### src/rtl/mux_gate_arbiter.sv
// mux_gate_arbiter: N_REQ requesters time-share one logic unit built only
// from 2:1 muxes, arbitrated round-robin, with one registered response.
//
// Ports:
//   clk, rst_n           clock and async active-low reset
//   req_valid/req_ready  per-requester handshake (ready is one-hot or zero)
//   req_op/req_a/req_b   packed per-requester opcode and operands
//   rsp_valid/rsp_ready  response handshake
//   rsp_id/rsp_data      requester index and result held in the register
//   grant_cnt            saturating count of accepted requests

module mgu_mux2 (
    input  logic i_s,
    input  logic i_d0,
    input  logic i_d1,
    output logic o_y
);
    assign o_y = i_s ? i_d1 : i_d0;
endmodule

module mgu_gate_bit (
    input  logic [2:0] i_op,
    input  logic       i_a,
    input  logic       i_b,
    output logic       o_y
);
    logic w_na, w_nb, w_and, w_or, w_xor;
    logic w_nand, w_nor, w_xnor, w_buf;
    logic w_s01, w_s23, w_s45, w_s67, w_s03, w_s47;

    // every gate is a mux with a or b on the select line
    mgu_mux2 u_na   (.i_s(i_a),    .i_d0(1'b1), .i_d1(1'b0), .o_y(w_na));
    mgu_mux2 u_nb   (.i_s(i_b),    .i_d0(1'b1), .i_d1(1'b0), .o_y(w_nb));
    mgu_mux2 u_and  (.i_s(i_a),    .i_d0(1'b0), .i_d1(i_b),  .o_y(w_and));
    mgu_mux2 u_or   (.i_s(i_a),    .i_d0(i_b),  .i_d1(1'b1), .o_y(w_or));
    mgu_mux2 u_xor  (.i_s(i_a),    .i_d0(i_b),  .i_d1(w_nb), .o_y(w_xor));
    mgu_mux2 u_nand (.i_s(w_and),  .i_d0(1'b1), .i_d1(1'b0), .o_y(w_nand));
    mgu_mux2 u_nor  (.i_s(w_or),   .i_d0(1'b1), .i_d1(1'b0), .o_y(w_nor));
    mgu_mux2 u_xnor (.i_s(w_xor),  .i_d0(1'b1), .i_d1(1'b0), .o_y(w_xnor));
    mgu_mux2 u_buf  (.i_s(i_a),    .i_d0(1'b0), .i_d1(1'b1), .o_y(w_buf));

    // 8:1 opcode select as a three-level mux tree
    mgu_mux2 u_s01 (.i_s(i_op[0]), .i_d0(w_and),  .i_d1(w_or),  .o_y(w_s01));
    mgu_mux2 u_s23 (.i_s(i_op[0]), .i_d0(w_na),   .i_d1(w_xor), .o_y(w_s23));
    mgu_mux2 u_s45 (.i_s(i_op[0]), .i_d0(w_nand), .i_d1(w_nor), .o_y(w_s45));
    mgu_mux2 u_s67 (.i_s(i_op[0]), .i_d0(w_xnor), .i_d1(w_buf), .o_y(w_s67));
    mgu_mux2 u_s03 (.i_s(i_op[1]), .i_d0(w_s01),  .i_d1(w_s23), .o_y(w_s03));
    mgu_mux2 u_s47 (.i_s(i_op[1]), .i_d0(w_s45),  .i_d1(w_s67), .o_y(w_s47));
    mgu_mux2 u_out (.i_s(i_op[2]), .i_d0(w_s03),  .i_d1(w_s47), .o_y(o_y));
endmodule

module mgu_gate_unit #(
    parameter int W = 8
) (
    input  logic [2:0]   i_op,
    input  logic [W-1:0] i_a,
    input  logic [W-1:0] i_b,
    output logic [W-1:0] o_y
);
    for (genvar g = 0; g < W; g++) begin : g_bit
        mgu_gate_bit u_bit (
            .i_op(i_op),
            .i_a (i_a[g]),
            .i_b (i_b[g]),
            .o_y (o_y[g])
        );
    end
endmodule

module mux_gate_arbiter #(
    parameter  int N_REQ = 4,
    parameter  int W     = 8,
    localparam int IDW   = $clog2(N_REQ)
) (
    input  logic               clk,
    input  logic               rst_n,
    input  logic [N_REQ-1:0]   req_valid,
    output logic [N_REQ-1:0]   req_ready,
    input  logic [3*N_REQ-1:0] req_op,
    input  logic [W*N_REQ-1:0] req_a,
    input  logic [W*N_REQ-1:0] req_b,
    output logic               rsp_valid,
    input  logic               rsp_ready,
    output logic [IDW-1:0]     rsp_id,
    output logic [W-1:0]       rsp_data,
    output logic [15:0]        grant_cnt
);
    typedef enum logic {EMPTY = 1'b0, FULL = 1'b1} state_t;

    state_t         r_state, w_state_nxt;
    logic [IDW-1:0] r_ptr, r_id;
    logic [W-1:0]   r_data;
    logic [15:0]    r_cnt;

    logic           w_can_accept, w_found, w_accept;
    logic [IDW-1:0] w_gnt;
    logic [2:0]     w_op;
    logic [W-1:0]   w_a, w_b, w_y;

    // Two descending passes: the first leaves the lowest valid index
    // overall (the wrap-around winner), the second overrides it with the
    // lowest valid index at or above the pointer when one exists.
    always_comb begin
        w_found      = 1'b0;
        w_gnt        = '0;
        req_ready    = '0;
        w_can_accept = (r_state == EMPTY) || rsp_ready;
        for (int j = N_REQ - 1; j >= 0; j--) begin
            if (req_valid[j]) begin
                w_found = 1'b1;
                w_gnt   = IDW'(j);
            end
        end
        for (int j = N_REQ - 1; j >= 0; j--) begin
            if (req_valid[j] && j >= int'(r_ptr)) begin
                w_gnt = IDW'(j);
            end
        end
        w_accept = w_found && w_can_accept;
        if (w_accept) begin
            req_ready[w_gnt] = 1'b1;
        end
    end

    // payload only feeds data, never the ready path
    assign w_op = req_op[3*int'(w_gnt) +: 3];
    assign w_a  = req_a[W*int'(w_gnt) +: W];
    assign w_b  = req_b[W*int'(w_gnt) +: W];

    mgu_gate_unit #(.W(W)) u_gate (
        .i_op(w_op),
        .i_a (w_a),
        .i_b (w_b),
        .o_y (w_y)
    );

    always_comb begin
        w_state_nxt = r_state;
        unique case (r_state)
            EMPTY: if (w_accept) w_state_nxt = FULL;
            FULL:  if (rsp_ready && !w_accept) w_state_nxt = EMPTY;
            default: w_state_nxt = EMPTY;
        endcase
    end

    always_ff @(posedge clk or negedge rst_n) begin
        if (!rst_n) begin
            r_state <= EMPTY;
        end else begin
            r_state <= w_state_nxt;
        end
    end

    always_ff @(posedge clk or negedge rst_n) begin
        if (!rst_n) begin
            r_ptr  <= '0;
            r_id   <= '0;
            r_data <= '0;
            r_cnt  <= '0;
        end else if (w_accept) begin
            r_id   <= w_gnt;
            r_data <= w_y;
            r_ptr  <= (w_gnt == IDW'(N_REQ - 1)) ? '0 : w_gnt + 1'b1;
            if (r_cnt != 16'hFFFF) begin
                r_cnt <= r_cnt + 16'd1;
            end
        end
    end

    assign rsp_valid = (r_state == FULL);
    assign rsp_id    = r_id;
    assign rsp_data  = r_data;
    assign grant_cnt = r_cnt;
endmodule

### config.mk
export PLATFORM = sky130hd
export DESIGN_NAME = mux_gate_arbiter
export DESIGN_NICKNAME = d
export VERILOG_FILES = /design/src/rtl/mux_gate_arbiter.sv
export SDC_FILE = /design/constraint.sdc
export NUM_CORES = 1
export LEC_CHECK = 0
export CAP_MARGIN = 15
export CORE_MARGIN = 4
export CORE_UTILIZATION = 45
export CTS_CLUSTER_SIZE = 25
export DETAILED_ROUTE_END_ITERATION = 12
export PLACE_DENSITY = 0.92
export SETUP_SLACK_MARGIN = 0.4
export SKIP_CTS_REPAIR_TIMING = 1
export SLEW_MARGIN = 20
export SYNTH_ARGS = -nofsm -noshare
export SYNTH_HDL_FRONTEND = slang
export SYNTH_SLANG_ARGS = --single-unit
### constraint.sdc
create_clock -name clk -period 3.4 [get_ports clk]
set_clock_uncertainty 0.05 [all_clocks]
set_input_delay 0.34 -clock clk [delete_from_list [all_inputs] [get_ports clk]]
set_output_delay 0.34 -clock clk [all_outputs]
set_load 0.05 [all_outputs]
# Yosys cells after proc, flatten, opt, wreduce, memory -nomap -nowiden
# Index checks and enable logic that the tools add are counted.
[word_totals]
ff_bits = 29
out_inout_bits = 31
wordCells = 174
[classes]
shift = 3
mux = 146
multipliers = 1
bitwise = 1
addsub = 2
order_cmp = 5
eq_ne = 2
n_reduce_logical = 9
[op_table]
columns = ["operator", "n"]
rows = [
  ["two-way mux 1 bit", 135],
  ["variable part select 32 x 6 -> 8 bit", 2],
  ["adder 16 x 1 -> 16 bit, second input constant", 1],
  ["two-way mux 2 bit", 8],
  ["inequality test 16 bit, second input constant", 1],
  ["variable part select 12 x 5 -> 3 bit", 1],
  ["logical AND 1 bit", 6],
  ["greater-or-equal comparator 1 x 2 -> 1 bit, first input constant", 2],
  ["multiplier 2 x 2 -> 4 bit, first input constant", 1],
  ["two-way mux 4 bit", 1],
  ["< comparator 2 x 3 -> 1 bit, second input constant", 1],
  ["adder 2 x 1 -> 2 bit, second input constant", 1],
  ["demux 1 bit (select 2 bit)", 1],
  ["equality test 2 bit, second input constant", 1],
  ["greater-or-equal comparator 2 x 1 -> 1 bit, second input constant", 1],
  ["greater-or-equal comparator 2 bit, first input constant", 1],
  ["one-hot mux 1 bit (2 select lines)", 1],
  ["AND reduction 2 bit", 1],
  ["logical NOT 1 bit", 1],
  ["logical OR 1 bit", 1],
  ["NOT 1 bit", 1],
]

# Longest topological paths before layout
# Gate-level depths: netlist (run 1).
[logic_depth]
word_depth = 14
depth_mapped = 12
depth_no_buf = 11

# Modules after synthesis
# From an unflattened synthesis (run 1), not the netlist that was laid out.
[hier_totals]
cells_unflattened = 334
area_unflattened_um2 = 4060.1
[by_module_without_submodules]
columns = ["module", "cells_each", "n_inst", "area_per_inst_um2"]
rows = [
  ["mux_gate_arbiter", 190, 1, 2078.2],
  ["mgu_mux2", 1, 128, 15.0],
  ["mgu_gate_bit", 2, 8, 7.5],
]

# Worst setup path before layout (run 1)
# No wires, ideal clock.
[synth_timing]
kind = "reg-to-reg"
startpoint = "register r_ptr[1]"
endpoint = "register r_data[0] (netlist: rsp_data[0])"
setup_slack_ns = 0.755
t_arrival_ns = 2.460
path_stages_with_launch = 12
synth_period_minus_slack_ns = 2.645
path_buffers = 2
cell_sequence = "dfrtp_1 mux2i_1 nor2_1 nor3_4 buf_6 buf_12 mux2i_1 mux2i_1 ha_1 or2b_2 a32oi_1 o211ai_1"
[synth_via]
elab_chain_len = 12
elab_cells_between_ends = 29
cone_classes = "mul (1); order compare (3); shift (3); mux (19); reduce/logical (3)"
[synth_rtl]
columns = ["element", "line_no", "source"]
rows = [
  ["from (decl)", "91", "logic [IDW-1:0] r_ptr, r_id;"],
  ["from (signal assigned)", "163", "r_ptr <= (w_gnt == IDW'(N_REQ - 1)) ? '0 : w_gnt + 1'b1;"],
  ["greater-or-equal comparator 2 bit", "115", "if (req_valid[j] && j >= int'(r_ptr)) begin"],
  ["logical AND 1 bit", "115", ""],
  ["two-way mux 2 bit (2 in series)", "115", ""],
  ["two-way mux 2 bit (*)", "115", ""],
  ["named net w_gnt[0]", "96", "logic [IDW-1:0] w_gnt;"],
  ["parallel branches: the longest is 6 deep, another holds multiplier 2 x 2 -> 4 bit", "-", ""],
  ["two-way mux 1 bit (*)", "18", "assign o_y = i_s ? i_d1 : i_d0;"],
  ["to (signal assigned)", "162", "r_data <= w_y;"],
  ["to (decl)", "92", "logic [W-1:0] r_data;"],
]
# Mark *: on every way through the listed nets, which the timed path passes.
# A chain may end at the register's enable or synchronous reset.

# Worst setup path after layout (run 1)
[layout_timing]
startpoint = "input req_valid[0]"
endpoint = "register r_data[4] (netlist: rsp_data[4])"
[layout_via]
elab_chain_len = 12
elab_cells_between_ends = 28
cone_classes = "mul (1); shift (3); mux (22); reduce/logical (2)"
[layout_rtl]
columns = ["element", "line_no", "source"]
rows = [
  ["from (decl)", "77", "input logic [N_REQ-1:0] req_valid,"],
  ["parallel branches: the longest is 12 deep, another holds multiplier 2 x 2 -> 4 bit", "-", ""],
]
# Parallel ways; which one is timed is not known.

==> results of run 1 <==
-- worst paths after layout --
kind | start | depth (start not counted) | to
max | req_valid[0] | 13 | rsp_data[4]
min | rst_n | 2 | grant_cnt[12]
max reg2reg | r_ptr[1] | 12 | rsp_data[4]
min reg2reg | grant_cnt[9] | 1 | grant_cnt[9]
max in group asynchronous | rst_n | 2 | rsp_data[6]
min in group clk | grant_cnt[9] | 1 | grant_cnt[9]
-- metal layers --
metal,up-vias,track usage
met1,1315,0.2465
met3,18,0.04283
met2,108,0.4065
met4,0,0.07555
met5,-,0
li1,1368,-
-- layout make-up --
cell class              instances  share of cell area
multi-input cells             251              0.4673
repair buffers                124              0.2967
flip-flops and latches         29              0.1700
well taps                      75             0.02199
clock buffers                   7             0.02023
inverters                      19             0.01671
clock inverters                 1            0.007036
-- power groups by stage --
| stage | Clock [mW] | Combinational [mW] | Sequential [mW] |
|---|---|---|---|
| 6_report | 0.374 | 2.20 | 0.564 |
| 3_3_place_gp | 0 | 2.05 | 0.563 |
| 5_1_grt | 0.393 | 2.40 | 0.580 |
| 3_5_place_dp | 0 | 2.15 | 0.563 |
| 2_1_floorplan | 0 | 1.25 | 0.876 |
| 4_1_cts | 0.376 | 2.17 | 0.562 |
-- cell usage after synthesis (3+ instances only) --
cell type / count
ha_1: 21
mux2_2: 11
xnor2_1: 11
o21ai_0: 19
buf_6: 6
a21oi_1: 4
a32oi_1: 3
o211ai_1: 8
nor2_1: 18
or3b_1: 6
nand4_1: 4
mux2i_1: 49
a211oi_1: 9
nand3_1: 6
nor3_1: 6
and3_1: 5
xor2_1: 4
a2bb2oi_1: 4
nand2_1: 25
buf_2: 6
dfrtp_1: 29
inv_2: 3
inv_1: 16
and2_1: 6
nand2b_1: 3
-- registers in the layout, summed over array words and instances (netlist names) --
| signal | flops |
|---|---|
| r_ptr | 2 |
| rsp_id | 2 |
| grant_cnt | 16 |
| rsp_valid | 1 |
| rsp_data | 8 |
-- worst max-delay path: cells and delay by family --
kind | cells | cell delay [ps]
muxes | 3 | 520
and+or+nand+nor | 2 | 210
adders and majority gates | 1 | 300
AOI/OAI and AO/OA | 3 | 630
buffers and inverters | 4 | 940
-- logic make-up after synthesis --
kind of cell	Yosys count	synth area share
AO/OA/AOI/OAI	61	0.1451
XOR/XNOR	15	0.04535
adder cells (fa/ha/maj)	21	0.09071
buffers and inverters	35	0.07603
flip-flops	29	0.2505
multiplexers	61	0.2168
AND/OR/NAND/NOR	93	0.1754
==> results.json, run 1 <==
{
  "hold_ws_ps": 396.3,
  "power.density_nw_per_um2": 735.7,
  "multi_input_area_um2": 1994,
  "via_count": 2809,
  "nFillCells": 475,
  "drive_gt1_frac": 0.1183,
  "ys_warn_count": 0,
  "diodes": 0,
  "wl_met2_um": 4423,
  "pwr-share-clk": 0.119,
  "pwr-share-comb": 0.701,
  "dr.pass1.iters": 4,
  "syn_inst": 315,
  "grt.total_usage": 0.2183,
  "cp.arrival_ps": 2960,
  "finish.instance_area_um2": 4268,
  "core_um2": 6096,
  "dp_hpwl_um": 6454,
  "final_cell_mix": "clkdlybuf4s50_1 (107), mux2i_1 (48), dfrtp_1 (29)",
  "cts_htree_levels": 2,
  "max_clock_freq_mhz": 352.4,
  "start_util": 0.4752,
  "seqCellArea_um2": 725.7,
  "internal-power_mw": 1.637,
  "slowest_stage": "clkdlybuf4s50_1",
  "wl_per_cell_um": 16.51,
  "met3_wirelength_um": 545,
  "drt_iter0_markers": 136,
  "synth_top_area_frac": 0.2505,
  "maxSlewHeadroom": 0.6100,
  "pwr-share-seq": 0.180,
  "synthesis.area_um2": 2897,
  "ios": 114,
  "cts_buffer_depth": 2,
  "grt_antenna_before_repair": 0,
  "p_sw_frac": 0.4786,
  "synth_seq_area_share": 0.2505,
  "grt_pass1_wl_um": 13510,
  "num_rows": 28,
  "die_w_um": 88.23,
  "syn_avg_cell_area_um2": 9.195,
  "hold_path_class": "in -> async",
  "synthArstFlopShare": 1.000,
  "grt_max_degree": 38,
  "cts-root-buf": "clkbuf_8",
  "place.gp.congestion": 0.8143,
  "crit_required_ps": 3530,
  "placed_cell_area_um2": 4095,
  "layoutNonFillerInstCount": 506,
  "clock_sinks": 29,
  "ys_seq_elements": 29,
  "grt.overflow.total": 0,
  "status": "complete, no violations",
  "setup_violations": 0,
  "critical-path-max-stage-delay_ps": 520,
  "syn_nets": 419,
  "crit_type": "in -> reg",
  "synthTopCellsByArea": "dfrtp_1 (25%), mux2i_1 (17%), ha_1 (9.1%), mux2_2 (4.3%), xnor2_1 (3.3%)",
  "die_h_um": 88.23,
  "route.detailed.drc": 0,
  "area_growth_pct": 47.34,
  "numPortBuffers": 113,
  "rsz0062_at_grt": "no",
  "clk_latency_ps": 280,
  "cp_max_fo": 8,
  "tritoncts": "yes",
  "power_mw": 3.140,
  "placedCellCount": 498,
  "final_util": 0.7001,
  "wirelength_um": 8353,
  "clk_pin_slew_ps": 70,
  "cp-end-kind": "flop",
  "grt_pass1_vias": 2993,
  "startpoint_type": "primary input",
  "yosysTopAreaCell": "dfrtp_1",
  "dieArea_um2": 7785,
  "detail_route.vias_per_cell": 5.551,
  "drv_cap": 0,
  "synth_edf_count": 0,
  "r2r_setup_slack_ps": 570,
  "final_common_cell": "clkdlybuf4s50_1",
  "antenna_left": 0,
  "finalSetupTns_ps": 0,
  "wl_met1_um": 3195,
  "p_switching_mw": 1.503,
  "finalCritPeriodShare": 0.8345,
  "place_ws_ps": 138.6,
  "tightest_slew_ps": 579.7,
  "hold_violations": 0,
  "layout_setup_ws_ps": 562.6,
  "peakVddDrop_mv": 0.4330,
  "cts_buffers": 5,
  "crit_chain": "clkdlybuf4s50_1 > nand2_1 > a21oi_2 > nor3_4 > inv_2 > buf_4 > mux2i_1 > mux2_2 > inv_2 > ha_1 > mux2i_1 > o22ai_1 > a221oi_1",
  "top_layer_used": "met4",
  "drv_slew": 0,
  "ys.flop_type": "dfrtp_1",
  "period_needed_ps": 2837,
  "nets": 534,
  "yosysUniqueCellTypes": 54,
  "p_leak_nw": 1.887
}
No activity file was read; power rests on OpenSTA's default activity.
==> run 2: changes to the inputs <==
- clock period: 3.4 -> 2.8 ns (I/O delays scaled with it)
==> results.json, run 2 (synthesis results as in run 1) <==
{
  "place.gp.congestion": 0.8339,
  "dr.pass1.iters": 6,
  "clock_sinks": 29,
  "grt.total_usage": 0.2269,
  "drive_gt1_frac": 0.2921,
  "status": "complete, no violations",
  "maxSlewHeadroom": 0.6072,
  "clk_latency_ps": 290,
  "place_ws_ps": -195.4,
  "area_growth_pct": 74.69,
  "finalSetupTns_ps": 0,
  "wl_per_cell_um": 21.26,
  "via_count": 3296,
  "hold_violations": 0,
  "peakVddDrop_mv": 0.6977,
  "wirelength_um": 11560,
  "drv_cap": 0,
  "cts_buffer_depth": 2,
  "numPortBuffers": 113,
  "startpoint_type": "flop",
  "clk_pin_slew_ps": 70,
  "setup_violations": 0,
  "final_common_cell": "clkdlybuf4s50_1",
  "cp_max_fo": 6,
  "cp-end-kind": "flop",
  "die_h_um": 88.23,
  "num_rows": 28,
  "tightest_slew_ps": 584.8,
  "slowest_stage": "dfrtp_2",
  "grt_antenna_before_repair": 0,
  "layout_setup_ws_ps": 37.54,
  "max_clock_freq_mhz": 362.0,
  "critical-path-max-stage-delay_ps": 450,
  "core_um2": 6096,
  "finalCritPeriodShare": 0.9866,
  "drt_iter0_markers": 192,
  "cp.arrival_ps": 2860,
  "ios": 114,
  "start_util": 0.4752,
  "power.density_nw_per_um2": 997.5,
  "grt_max_degree": 30,
  "drv_slew": 0,
  "die_w_um": 88.23,
  "cts_htree_levels": 2,
  "detail_route.vias_per_cell": 6.059,
  "grt_pass1_vias": 3117,
  "crit_type": "reg -> reg",
  "largest_register_ffs": 16,
  "multi_input_area_um2": 2346,
  "rsz0062_at_grt": "yes",
  "grt.overflow.total": 0,
  "cts_buffers": 5,
  "dieArea_um2": 7785,
  "p_leak_nw": 2.152,
  "hold_path_class": "in -> async",
  "crit_required_ps": 2900,
  "grt_pass1_wl_um": 14060,
  "final_cell_mix": "clkdlybuf4s50_1 (107), buf_4 (37), mux2i_1 (30)",
  "nets": 572,
  "dp_hpwl_um": 6760,
  "route.detailed.drc": 0,
  "diodes": 0,
  "seqCellArea_um2": 726.9,
  "nFillCells": 343,
  "tritoncts": "yes",
  "antenna_left": 0,
  "cts-root-buf": "clkbuf_8",
  "period_needed_ps": 2762,
  "crit_chain": "buf_4 > nand2_2 > a21oi_2 > nor3_4 > buf_6 > inv_6 > clkbuf_16 > buf_12 > mux2i_4 > mux2i_4 > ha_1 > o211ai_1 > o211ai_1"
}
-- run 2: changes by cell type in the layout (fill, tap and decap cells not counted), sizes merged --
cell    previous run  this run
clkinv             0         1
bufinv             1         2
buf               15        51
-- run 2: where the power goes --
part | switching, mW | internal, mW | total (mW)
Sequential | 0.147 | 0.551 | 0.698
Combinational | 2.01 | 1.81 | 3.82
Clock | 0.179 | 0.353 | 0.532
-- run 2: critical path, delay by kind of cell (launching register included) --
family,cells,cell delay (ps)
muxes,2,390
adders and majority gates,1,280
buffers and inverters,5,630
AOI/OAI and AO/OA,3,500
DFF,1,450
and+or+nand+nor,2,320
-- run 2: final cells by class --
type                            instances  share of cell area
Multi-Input combinational cell        251              0.4637
Timing Repair Buffer                  162              0.3306
Sequential cell                        29              0.1437
Tap cell                               75             0.01855
Inverter                               19             0.01706
Clock buffer                            5             0.01360
Clock inverter                          3             0.01286
-- run 2: through the flow --
stage                     instances    util  cell area [µm²]  hold slack (ps)  power [mW]
after floorplan                 315       -             2914           -65.59       2.599
after global placement          517  0.7063             4305            411.9       3.424
after detailed placement        517  0.7063             4305            427.9       3.559
after CTS                       525  0.7282             4439            343.8       4.126
after global routing            544  0.8300             5060            353.4       5.279
final                           544  0.8300             5060            343.3       5.047
-- run 2: metal layers --
metal | vias up | wire length [µm] | global-route usage
met5 | - | 0 | 0
met3 | 59 | 1057 | 0.04562
met1 | 1545 | 4139 | 0.2605
met2 | 241 | 5845 | 0.4181
met4 | 0 | 520 | 0.07555
li1 | 1451 | - | -
-- run 2: worst paths after layout --
kind	from	end	slack (ps)	cells after the start
max in group asynchronous	rst_n	r_ptr[1]	2050	2
worst min register to register	grant_cnt[14]	grant_cnt[14]	460	1
min in group clk	req_valid[0]	rsp_valid	350	3
worst max-delay path	r_ptr[1]	rsp_data[6]	40	13
worst min-delay path	rst_n	grant_cnt[9]	340	2
worst max register to register	r_ptr[1]	rsp_data[6]	40	13
==> run 3: changes to the inputs <==
--- a/config.mk
+++ b/config.mk
@@ -7,2 +7,3 @@
 export LEC_CHECK = 0
+export ABC_CLOCK_PERIOD_IN_PS = 2800
 export CAP_MARGIN = 15
--- a/constraint.sdc
+++ b/constraint.sdc
@@ -4,2 +4,2 @@
 set_output_delay 0.28 -clock clk [all_outputs]
-set_load 0.05 [all_outputs]
+set_load 0.1 [all_outputs]
==> results.json, run 3 (synthesis results as in run 1) <==
{
  "status": "complete, no violations",
  "crit_type": "reg -> reg",
  "largest_register_ffs": 16,
  "slowest_stage": "dfrtp_2",
  "area_growth_pct": 58.62,
  "die_w_um": 88.23,
  "startpoint_type": "flop",
  "diodes": 0,
  "final_util": 0.7537,
  "clk_pin_slew_ps": 70,
  "wirelength_um": 9296,
  "die_h_um": 88.23,
  "reg2reg_from": "r_ptr[1]",
  "wl_per_cell_um": 17.21,
  "crit_chain": "mux2i_1 > nor2_1 > nor3_4 > inv_2 > buf_4 > mux2i_1 > mux2_4 > inv_2 > buf_4 > nor3b_1 > o22ai_1 > a221oi_1",
  "period_needed_ps": 2697,
  "drt_iter0_markers": 176,
  "drv_slew": 0,
  "grt.total_usage": 0.2276,
  "cp-end-kind": "flop",
  "antenna_left": 0,
  "clk_latency_ps": 290,
  "grt_antenna_before_repair": 0,
  "num_rows": 28,
  "via_count": 3036,
  "cts_htree_levels": 2,
  "hold_ws_ps": 325.5,
  "core_um2": 6096,
  "finalCritPeriodShare": 0.9631,
  "p_leak_nw": 2.104,
  "critical-path-max-stage-delay_ps": 430,
  "rr_worst_depth": 12,
  "grt_max_degree": 30,
  "peakVddDrop_mv": 0.6344,
  "cts-root-buf": "clkbuf_8",
  "ios": 114,
  "detail_route.vias_per_cell": 5.622,
  "nets": 568,
  "hold_path_class": "in -> async",
  "max_clock_freq_mhz": 370.8,
  "setup_violations": 0,
  "grt.overflow.total": 0,
  "cts_buffers": 5,
  "tightest_slew_ps": 675.8,
  "grt_pass1_wl_um": 14190,
  "drv_cap": 0,
  "dr.pass1.iters": 4,
  "grt_pass1_vias": 3142,
  "cp.arrival_ps": 2840,
  "cp_max_fo": 5,
  "dp_hpwl_um": 6959,
  "clock_sinks": 29,
  "maxSlewHeadroom": 0.5495,
  "numPortBuffers": 113,
  "final_common_cell": "clkdlybuf4s50_1",
  "route.detailed.drc": 0,
  "place.gp.congestion": 0.8750,
  "dieArea_um2": 7785,
  "drive_gt1_frac": 0.2968,
  "power.density_nw_per_um2": 1018,
  "startpoint": "r_ptr[1]",
  "start_util": 0.4752,
  "crit_required_ps": 2940,
  "hold_violations": 0,
  "final_cell_mix": "clkdlybuf4s50_1 (80), buf_4 (65), mux2i_1 (41)",
  "rr_endpoint": "rsp_data[4]",
  "cts_buffer_depth": 2,
  "r2r_setup_slack_ps": 100,
  "rsz0062_at_grt": "yes",
  "tritoncts": "yes"
}
[run 3: changes by cell type in the layout (fill, tap and decap cells not counted), sizes merged]
cell,change
buf,+25
clkdlybuf4s50,-27
bufinv,-2
[run 3: cell type report]
| class | count | area, µm² |
|---|---|---|
| fillers | 419 | 1501 |
| inverters | 19 | 73.82 |
| multi-input cells | 251 | 2071 |
| repair buffers | 158 | 1516 |
| well taps | 75 | 93.84 |
| clock buffers | 7 | 96.34 |
| flip-flops and latches | 29 | 738.2 |
| clock inverters | 1 | 5.005 |
[run 3: stage by stage]
stage	TNS [ps]	std cells	worst slack, ps	power (mW)	area, µm²
2_1_floorplan	0	315	222.1	3.080	2923
3_3_place_gp	-229.2	525	-38.27	3.940	4319
3_5_place_dp	-1023	525	-157.6	4.060	4319
4_1_cts	0	533	63.13	4.478	4420
5_1_grt	-40.43	540	-40.43	4.954	4594
6_report	0	540	103.2	4.676	4594
[run 3: worst max-delay path: cells and delay by family (launching register included)]
family                 cells  cell delay [ps]
AOI/OAI and AO/OA          2              370
buffers and inverters      4              450
DFF                        1              430
muxes                      3              710
and+or+nand+nor            3              590
[run 3: power breakdown]
| group | switching, mW | internal, mW |
|---|---|---|
| combinational | 2.14 | 1.45 |
| sequential | 0.138 | 0.559 |
| clock | 0.172 | 0.222 |
| total | 2.45 | 2.23 |
[run 3: routing by layer]
layer | routed length [µm] | track usage | up-vias
li1 | - | - | 1440
met1 | 3604 | 0.2657 | 1442
met2 | 4749 | 0.4256 | 136
met3 | 719 | 0.04562 | 18
met4 | 223 | 0.05357 | 0
met5 | 0 | 0 | -
[run 3: worst max path at each step]
stage / cells past startpoint / slack [ps] / end
floorplan: 11 / 220 / rsp_data[0]
detailed placement: 13 / -160 / rsp_data[4]
CTS: 12 / 60 / rsp_data[7]
finish: 12 / 100 / rsp_data[4]
global placement: 11 / -40 / rsp_data[1]
global route: 12 / -40 / rsp_data[4]
